File: src/rtl/carry_skip_adder.sv
// carry_skip_adder: registered unsigned carry-skip adder, {cout,sum} = a + b + cin.
// The operands are split into BLOCK_W-bit ripple blocks. A block whose bits all
// propagate passes its carry-in straight to its carry-out through a skip mux.
// Optional feature macro: CSA_OVERFLOW_EN adds a registered two's-complement
// overflow flag (ovf). Without the macro there is no ovf port and no overflow logic.
module carry_skip_adder #(
    parameter int unsigned WIDTH   = 4,
    parameter int unsigned BLOCK_W = 2
) (
    input  logic             clk,
    input  logic             rst_n,
    input  logic             in_valid,
    input  logic [WIDTH-1:0] a,
    input  logic [WIDTH-1:0] b,
    input  logic             cin,
    output logic             out_valid,
    output logic [WIDTH-1:0] sum,
    output logic             cout
`ifdef CSA_OVERFLOW_EN
    ,
    output logic             ovf
`endif
);

    localparam int unsigned NUM_BLK = (BLOCK_W == 0) ? 1 : WIDTH / BLOCK_W;

    // Reject geometries the skip structure cannot represent.
    generate
        if (WIDTH < 1 || BLOCK_W < 1 || (WIDTH % BLOCK_W) != 0) begin : g_bad_cfg
            $error("carry_skip_adder: WIDTH must be >= 1 and a multiple of BLOCK_W");
        end
    endgenerate

    logic [WIDTH-1:0] sum_c;
    logic             cout_c;
`ifdef CSA_OVERFLOW_EN
    logic             msb_carry_c;
`endif

    // Combinational core: ripple inside each block, skip mux across fully propagating blocks.
    always_comb begin : p_core
        logic carry;
        logic rip;
        logic blk_p;
        logic pi;
        logic gi;
        sum_c  = '0;
        cout_c = 1'b0;
`ifdef CSA_OVERFLOW_EN
        msb_carry_c = 1'b0;
`endif
        carry = cin;
        rip   = 1'b0;
        blk_p = 1'b0;
        pi    = 1'b0;
        gi    = 1'b0;
        for (int k = 0; k < int'(NUM_BLK); k++) begin
            rip   = carry;
            blk_p = 1'b1;
            for (int i = 0; i < int'(BLOCK_W); i++) begin
                pi = a[k*int'(BLOCK_W) + i] ^ b[k*int'(BLOCK_W) + i];
                gi = a[k*int'(BLOCK_W) + i] & b[k*int'(BLOCK_W) + i];
                sum_c[k*int'(BLOCK_W) + i] = pi ^ rip;
`ifdef CSA_OVERFLOW_EN
                // Ripple carry into the top bit is exact because every block carry-in is exact.
                if (k*int'(BLOCK_W) + i == int'(WIDTH) - 1) begin
                    msb_carry_c = rip;
                end
`endif
                rip   = gi | (pi & rip);
                blk_p = blk_p & pi;
            end
            carry = blk_p ? carry : rip;
        end
        cout_c = carry;
    end

    // Result register: capture on in_valid, otherwise hold data and drop out_valid.
    always_ff @(posedge clk or negedge rst_n) begin
        if (!rst_n) begin
            out_valid <= 1'b0;
            sum       <= '0;
            cout      <= 1'b0;
`ifdef CSA_OVERFLOW_EN
            ovf       <= 1'b0;
`endif
        end else begin
            out_valid <= in_valid;
            if (in_valid) begin
                sum  <= sum_c;
                cout <= cout_c;
`ifdef CSA_OVERFLOW_EN
                ovf  <= msb_carry_c ^ cout_c;
`endif
            end
        end
    end

endmodule

File: config.mk
export PLATFORM = sky130hd
export DESIGN_NAME = carry_skip_adder
export DESIGN_NICKNAME = d
export VERILOG_FILES = /design/src/rtl/carry_skip_adder.sv
export SDC_FILE = /design/constraint.sdc
export NUM_CORES = 1
export LEC_CHECK = 0
export CELL_PAD_IN_SITES_DETAIL_PLACEMENT = 1
export CELL_PAD_IN_SITES_GLOBAL_PLACEMENT = 2
export CORE_UTILIZATION = 23
export CTS_CLUSTER_DIAMETER = 100
export CTS_CLUSTER_SIZE = 30
export DETAILED_ROUTE_END_ITERATION = 16
export GPL_TIMING_DRIVEN = 0
export PLACE_DENSITY = 0.8
export SLEW_MARGIN = 40
export SYNTH_ARGS = -nofsm -noshare
export SYNTH_HDL_FRONTEND = slang
export SYNTH_SLANG_ARGS = --single-unit
export TNS_END_PERCENT = 20
File: constraint.sdc
create_clock -name clk -period 0.9 [get_ports clk]
set_input_delay 0.09 -clock clk [delete_from_list [all_inputs] [get_ports clk]]
set_output_delay 0.09 -clock clk [all_outputs]
set_load 0.05 [all_outputs]
Yosys cells after proc, flatten, opt, wreduce, memory -nomap -nowiden. Index checks and enable logic that the tools add are counted.

Register bits after elaboration: 6. Bits in latches: 0. Bits in writable memories: 0. Bits in read-only memories: 0. Input bits: 12. Output and inout bits: 6. Logic and storage cells: 27. Memories: 0.

Add/subtract/negate cells: 0. Multiply operators: 0. Div/mod/pow operators: 0. Order comparisons: 0. Equality and inequality tests: 0. Shifts and indexed selects: 0. Mux-type cells: 2. Bitwise operators: 22. Reductions and logical operators: 0.

Operators by type and width (count): $and A1 B1 Y1 (10); $xor A1 B1 Y1 (8); $or A1 B1 Y1 (4); $mux W1 (2).

Depth between registers and ports, before layout. Gate-level depths: netlist (run 1).

Depth after elaboration: 11. Depth in mapped cells: 11. Mapped depth without buffers: 11.

Worst setup path after synthesis (run 1). No wires, ideal clock.

Path kind: in2reg. Start point: in a[0]. End point: reg sum[3]. Library setup time: 79 ps. Arrival time: 1890 ps. Data required time: 821 ps. Path slack: -1069 ps. Cell stages on the path: 9. Path buffers: 0. Path through: inv_1 fa_1 inv_1 fa_1 mux2_4 fa_1 inv_1 fa_1 mux2i_1.

Cells in the longest elaborated chain, start to end: 9. Elaborated cells between the ends (all ways): 11. Classes of those cells: mux: 1; bitwise: 10.

Ends and longest elaborated chain: from (decl) (line 13) `input logic [WIDTH-1:0] a,`; $xor A1 B1 Y1 (line 61) `pi = a[k*int'(BLOCK_W) + i] ^ b[k*int'(BLOCK_W) + i];`; $and A1 B1 Y1 (line 70) `rip = gi | (pi & rip);`; $or A1 B1 Y1 (line 70); $and A1 B1 Y1 (line 70); $or A1 B1 Y1 (line 70); $mux W1 * (line 73) `carry = blk_p ? carry : rip;`; $and A1 B1 Y1 * (line 70); $or A1 B1 Y1 * (line 70); $xor A1 B1 Y1 * (line 63) `sum_c[k*int'(BLOCK_W) + i] = pi ^ rip;`; to (signal assigned) (line 90) `sum <= sum_c;`; to (decl) (line 17) `output logic [WIDTH-1:0] sum,`.

Mark *: on every way between the ends. The rest lies on a longest branch, timed or not. A chain may end at the register's enable or synchronous reset.

Final worst setup path (run 1). Ends and elaborated chain as after synthesis.

==> flow_summary.toml, run 1 <==
[drt]
firstDrtPassIters = 2
wl_met2_microns = 454
viasPerCell = 3.83
vias = 306
dr.first_iter.drc_count = 1
drcViolationCount = 0
wl_met1_microns = 327
topRoutingLayerUsed = "met3"
ant_nets = 0
wl_met3_microns = 46
wire_per_inst_microns = 10.3
finalWirelength_microns = 827

[power]
p_per_area_mw_per_mm2 = 1720
p_leak_nw = 0.323
peakVddDrop_mv = 0.514
p_total_mw = 1.15

[logic_synthesis]
yosys_warnings = 0
ys_seq_area_share_pct = 36.5
syn-num-nets = 55
synth_cell_types = 13
netlist_area_sq_um = 412
synth_cells = 35
syn_area_per_cell_sq_um = 11.8
ys_seq_elements = 6

[critical_path]
r2r-end = "cout$_DFFE_PN0P_"
worst-r2r-cell-count = 3
critPathSlowestCell = "fa_1"
endpoint = "sum[3]$_DFFE_PN0P_"
rrSetupSlack_ns = 0.08
critPathArrivalTime_ns = 2.00
worst_path_largest_cell_delay_ns = 0.40
crit_start = "a[0]"
cp_common_cell = "fa_2"
path_max_fanout = 2
critPathRequiredTime_ns = 1.07
worstPathCellList = "buf_8 > inv_4 > fa_2 > inv_2 > fa_2 > mux2_4 > fa_2 > inv_2 > fa_1 > mux2i_1"
path_class = "in2reg"
rr_startpoint = "cout$_DFFE_PN0P_"
worstSetupEndpointType = "flop"
critPathLaunchType = "input pin"

[sta]
finalSetupViolations = 7
finalCritPeriodShare_pct = 203
drv_slew = 0
rsz0062_at_grt = "true"
finalHoldViolCount = 0
relSlewSlack_pct = 80.9
finalCriticalPeriod_ns = 1.82
fmax_ghz = 0.549
setup_slack_ns = -0.923
tightestPinTransition_ns = 0.285
skew_ns = 0

[die]
num_io_pins = 18
fp-row-count = 14
die_area_sq_mm = 0.00196
die_h_microns = 44.3
start_util_pct = 25.8
die_x_microns = 44.3
core-area_sq_mm = 0.00159

[placed_design]
place_ws_ns = -1.61
hpwl_microns = 696
gp_congestion = 0.662
io_buffers = 17

[finish]
final_cell_mix = "dfrtp_1 (6), clkdlybuf4s50_1 (6), inv_1 (5), buf_6 (5), ha_1 (4)"
multi_input_comb_area_sq_um = 226
area_growth_pct = 62.0
regArea_sq_um = 150
drive_above_1_share_pct = 44.6
nNetsFinal = 78
diodes = 0
fillCellCount = 175
final_util_pct = 41.8

[clock_network]
cts_max_level = 1
cts_buffers = 3
clkLatencyLatePin_ns = 0.25
cts.sinks = 6
tritoncts = "yes"
cts-root-buf = "clkbuf_4"
path_clk_slew_ns = 0.05
clk_path_buf_depth = 2

[global_routing]
antenna_found_initial = 0
grt_pass1_vias = 321
grt_max_degree = 8
grt_pass1_wl_microns = 1390
overflow = 0
grt_usage_pct = 10.5

[status]
violations = "setup timing"
run_status = "finished with violations"

[worst_hold_path]
hold_class = "in2async"

[flow_run]
maxCapViolCount = 0
## cell usage after synthesis
cell type | count | area share [%]
a31o_1 | 1 | 2.1
and2_0 | 1 | 1.5
buf_2 | 1 | 1.2
dfrtp_1 | 6 | 36
fa_1 | 4 | 19
ha_1 | 4 | 12
inv_1 | 10 | 9.1
mux2_2 | 2 | 5.5
mux2_4 | 1 | 3.6
mux2i_1 | 2 | 4.9
nand2_1 | 1 | 0.91
nand2b_1 | 1 | 1.5
o22ai_1 | 1 | 1.5
## routing by layer
layer,up-vias,track usage [%]
li1,145,-
met1,150,11.5
met2,11,16.8
met3,0,3.67
met4,0,7.27
met5,-,0
## cell families after synthesis
| logic type | share of synthesized area, % |
|---|---|
| buffers and inverters | 10.3 |
| DFF | 36.5 |
| adders and majority gates | 31.6 |
| AOI/OAI and AO/OA | 3.65 |
| muxes | 14.0 |
| and+or+nand+nor | 3.95 |
## critical path: cells and delay by family
family                     cells  cell delay (ns)
adders and majority gates      4             1.26
buffers and inverters          4             0.24
muxes                          2             0.40
## through the flow
stage               hold slack [ns]  setup TNS [ns]  std cells  instance area (sq um)
finish                       0.0880           -3.25         80                    667
global placement              0.350           -7.93         76                    622
global route                  0.114           -3.55         80                    667
CTS                          0.0850           -3.63         80                    661
floorplan                    -0.206           -3.28         35                    422
detailed placement            0.361           -8.03         76                    622
## how the worst min path moves through the flow
| stage | endpoint | cells past startpoint | startpoint | slack [ns] |
|---|---|---|---|---|
| after CTS | sum[3]$_DFFE_PN0P_ | 1 | rst_n | 0.09 |
| after global routing | sum[3]$_DFFE_PN0P_ | 1 | rst_n | 0.11 |
| final | sum[3]$_DFFE_PN0P_ | 1 | rst_n | 0.09 |
| after detailed placement | sum[3]$_DFFE_PN0P_ | 1 | rst_n | 0.36 |
| after floorplan | cout$_DFFE_PN0P_ | 0 | rst_n | -0.21 |
| after global placement | sum[3]$_DFFE_PN0P_ | 1 | rst_n | 0.35 |
## sequential cells by signal, summed over array words and instances, names as in the netlist
name       cells
out_valid      1
sum            4
cout           1
## report_power, final
group / leakage (nW) / internal [mW] / total, mW / switching (mW)
sequential: 0.0705 / 0.325 / 0.359 / 0.0346
clock: 0.0138 / 0.151 / 0.250 / 0.0993
combinational: 0.239 / 0.225 / 0.536 / 0.311
total: 0.323 / 0.701 / 1.15 / 0.445
## final cells by class
type	instances	area share (%)
Sequential cell	6	22.5
Tap cell	24	4.50
Buffer	1	0.750
Clock buffer	3	3.38
Inverter	10	6.38
Timing Repair Buffer	18	28.5
Multi-Input combinational cell	18	34.0
## repair_timing
action                                  in CTS  in global routing
endpoints found under the setup margin      11                 10
cloned                                       0                  0
hold buffers                                 0                  0
gates resized for setup                     40                 12
buffers inserted                             1                  0
pin swaps                                    4                  0
Note: power is estimated with default switching activity, not from simulation.
==> run 2: changes to the inputs <==
--- a/config.mk
+++ b/config.mk
@@ -13,7 +13,6 @@
 export DETAILED_ROUTE_END_ITERATION = 16
 export GPL_TIMING_DRIVEN = 0
 export PLACE_DENSITY = 0.8
-export SLEW_MARGIN = 40
 export SYNTH_ARGS = -nofsm -noshare
 export SYNTH_HDL_FRONTEND = slang
 export SYNTH_SLANG_ARGS = --single-unit
==> results of run 2 <==
Final layout, timing and power as in run 1 (identical DEF).
==> run 3: changes to the inputs <==
--- a/config.mk
+++ b/config.mk
@@ -7,6 +7,7 @@
 export LEC_CHECK = 0
 export CELL_PAD_IN_SITES_DETAIL_PLACEMENT = 1
 export CELL_PAD_IN_SITES_GLOBAL_PLACEMENT = 2
+export CORE_MARGIN = 5
 export CORE_UTILIZATION = 23
 export CTS_CLUSTER_DIAMETER = 100
 export CTS_CLUSTER_SIZE = 30
==> run 3 against run 2 <==
  * The run still ends with setup timing left
  * Total power is 1.9% lower
  * Highest routed layer is now met4
  * Cell count is 1.3% higher
  * Die area is 39% higher
  * Clock-buffer cell count stayed put
  * Clock skew stayed put
  * Clock power is 4% lower
  * Worst hold slack worse by 0.0051 ns
  * Critical endpoint unchanged
  * Cell area is 0.19% higher
  * Largest cell class unchanged
  * Routed wire length is 8.7% lower
  * Core utilization is 2.7 points lower
==> flow_summary.toml, run 3 (same netlist as run 1, synthesis figures left out) <==
[sta]
finalSetupViolations = 7
setup_slack_ns = -0.924
finalHoldViolCount = 0
drv_slew = 0
tightestPinTransition_ns = 0.279
finalCriticalPeriod_ns = 1.82
skew_ns = 0
relSlewSlack_pct = 81.5
rsz0062_at_grt = "true"
fmax_ghz = 0.548
finalCritPeriodShare_pct = 203
setup_tns_ns = -3.25

[global_routing]
antenna_found_initial = 0
grt_usage_pct = 7.24
overflow = 0
grt_max_degree = 8
grt_pass1_wl_microns = 1350
grt_pass1_vias = 331

[clock_network]
cts.sinks = 6
tritoncts = "yes"
clk_path_buf_depth = 2
cts_max_level = 1
cts_buffers = 3
cts-root-buf = "clkbuf_4"
path_clk_slew_ns = 0.04
clkLatencyLatePin_ns = 0.24
hold_buffers = 0

[flow_run]
maxCapViolCount = 0

[placed_design]
io_buffers = 17
hpwl_microns = 666
gp_congestion = 0.637

[die]
die_area_sq_mm = 0.00274
start_util_pct = 24.1
die_h_microns = 52.3
num_io_pins = 18
die_x_microns = 52.3
core-area_sq_mm = 0.00171
fp-row-count = 15

[power]
switching_power_mw = 0.429
clkPwrFrac_pct = 21.4
p_seq_share_pct = 31.9
p_leak_nw = 0.323
switching_share_pct = 38.2
p_total_mw = 1.12
combPwrFrac_pct = 46.7
peakVddDrop_mv = 0.673
p_int_mw = 0.694
p_per_area_mw_per_mm2 = 1680

[finish]
area_growth_pct = 62.3
final_cell_mix = "dfrtp_1 (6), clkdlybuf4s50_1 (6), inv_1 (5), buf_6 (5), ha_1 (4)"
fillCellCount = 200
top_regs = "sum x4, cout x1, out_valid x1"
multi_input_comb_area_sq_um = 226
regArea_sq_um = 150
top_register = "sum"
drive_above_1_share_pct = 44.6
diodes = 0
largest_reg_flops = 4
nNetsFinal = 78

[worst_hold_path]
hold_class = "in2async"

[status]
violations = "setup timing"
run_status = "finished with violations"

[drt]
wire_per_inst_microns = 9.32
ant_nets = 0
viasPerCell = 3.79
firstDrtPassIters = 1
finalWirelength_microns = 755
dr.first_iter.drc_count = 0
vias = 307
drcViolationCount = 0

[critical_path]
critPathArrivalTime_ns = 1.99
path_class = "in2reg"
critPathRequiredTime_ns = 1.07
path_max_fanout = 2
worstSetupEndpointType = "flop"
critPathLaunchType = "input pin"
[run 3: cell counts in the layout (fill, tap and decap cells not counted)]
No cell type changed its count.
[run 3: worst paths after layout]
check | slack [ns] | to | depth (start not counted) | from
min reg2reg | 0.52 | sum[3]$_DFFE_PN0P_ | 2 | sum[3]$_DFFE_PN0P_
max | -0.92 | sum[3]$_DFFE_PN0P_ | 10 | a[0]
max in group asynchronous | 0.60 | sum[1]$_DFFE_PN0P_ | 1 | rst_n
max reg2reg | 0.10 | cout$_DFFE_PN0P_ | 3 | cout$_DFFE_PN0P_
min | 0.08 | sum[3]$_DFFE_PN0P_ | 1 | rst_n
min in group clk | 0.23 | cout$_DFFE_PN0P_ | 3 | cin
[run 3: repair_timing]
item                                    4_1_cts  5_1_grt
gates resized for setup                      42       10
pin swaps                                     4        0
endpoints found under the setup margin       11       10
buffers inserted                              1        0
[run 3: worst max-delay path: stages]
cell and delay, ns:
buf_8 0.10, inv_4 0.04, fa_2 0.19, inv_2 0.04
fa_2 0.33, mux2_4 0.27, fa_2 0.35, inv_2 0.06
fa_1 0.39, mux2i_1 0.13
[run 3: area by class of cell]
type	instances	area share [%]
well taps	25	4.68
plain buffers	1	0.749
repair buffers	18	28.5
flip-flops and latches	6	22.5
multi-input cells	18	33.9
clock buffers	3	3.37
inverters	10	6.37
[run 3: power groups by stage]
stage	clock network, mW	logic, mW	registers [mW]
6_report	0.240	0.525	0.359
4_1_cts	0.259	0.523	0.356
3_3_place_gp	0	0.522	0.357
5_1_grt	0.271	0.571	0.370
3_5_place_dp	0	0.529	0.357
2_1_floorplan	0	0.128	0.547
[run 3: routing by layer]
| layer | up-vias | GRT usage, % | part of all wire, % |
|---|---|---|---|
| li1 | 148 | - | - |
| met1 | 143 | 6.79 | 35 |
| met2 | 14 | 11.0 | 48 |
| met3 | 2 | 5.98 | 16 |
| met4 | 0 | 3.83 | 1.1 |
| met5 | - | 0 | 0 |
[run 3: stage by stage]
step / area, sq um / setup slack (ns) / utilization, % / std cells / hold WS, ns
finish: 668 / -0.924 / 39.1 / 81 / 0.0830
detailed placement: 623 / -1.62 / 36.5 / 77 / 0.346
global route: 668 / -0.984 / 39.1 / 81 / 0.0857
floorplan: 422 / -1.03 / - / 35 / -0.206
CTS: 668 / -0.932 / 39.1 / 81 / 0.0793
global placement: 623 / -1.60 / 36.5 / 77 / 0.348
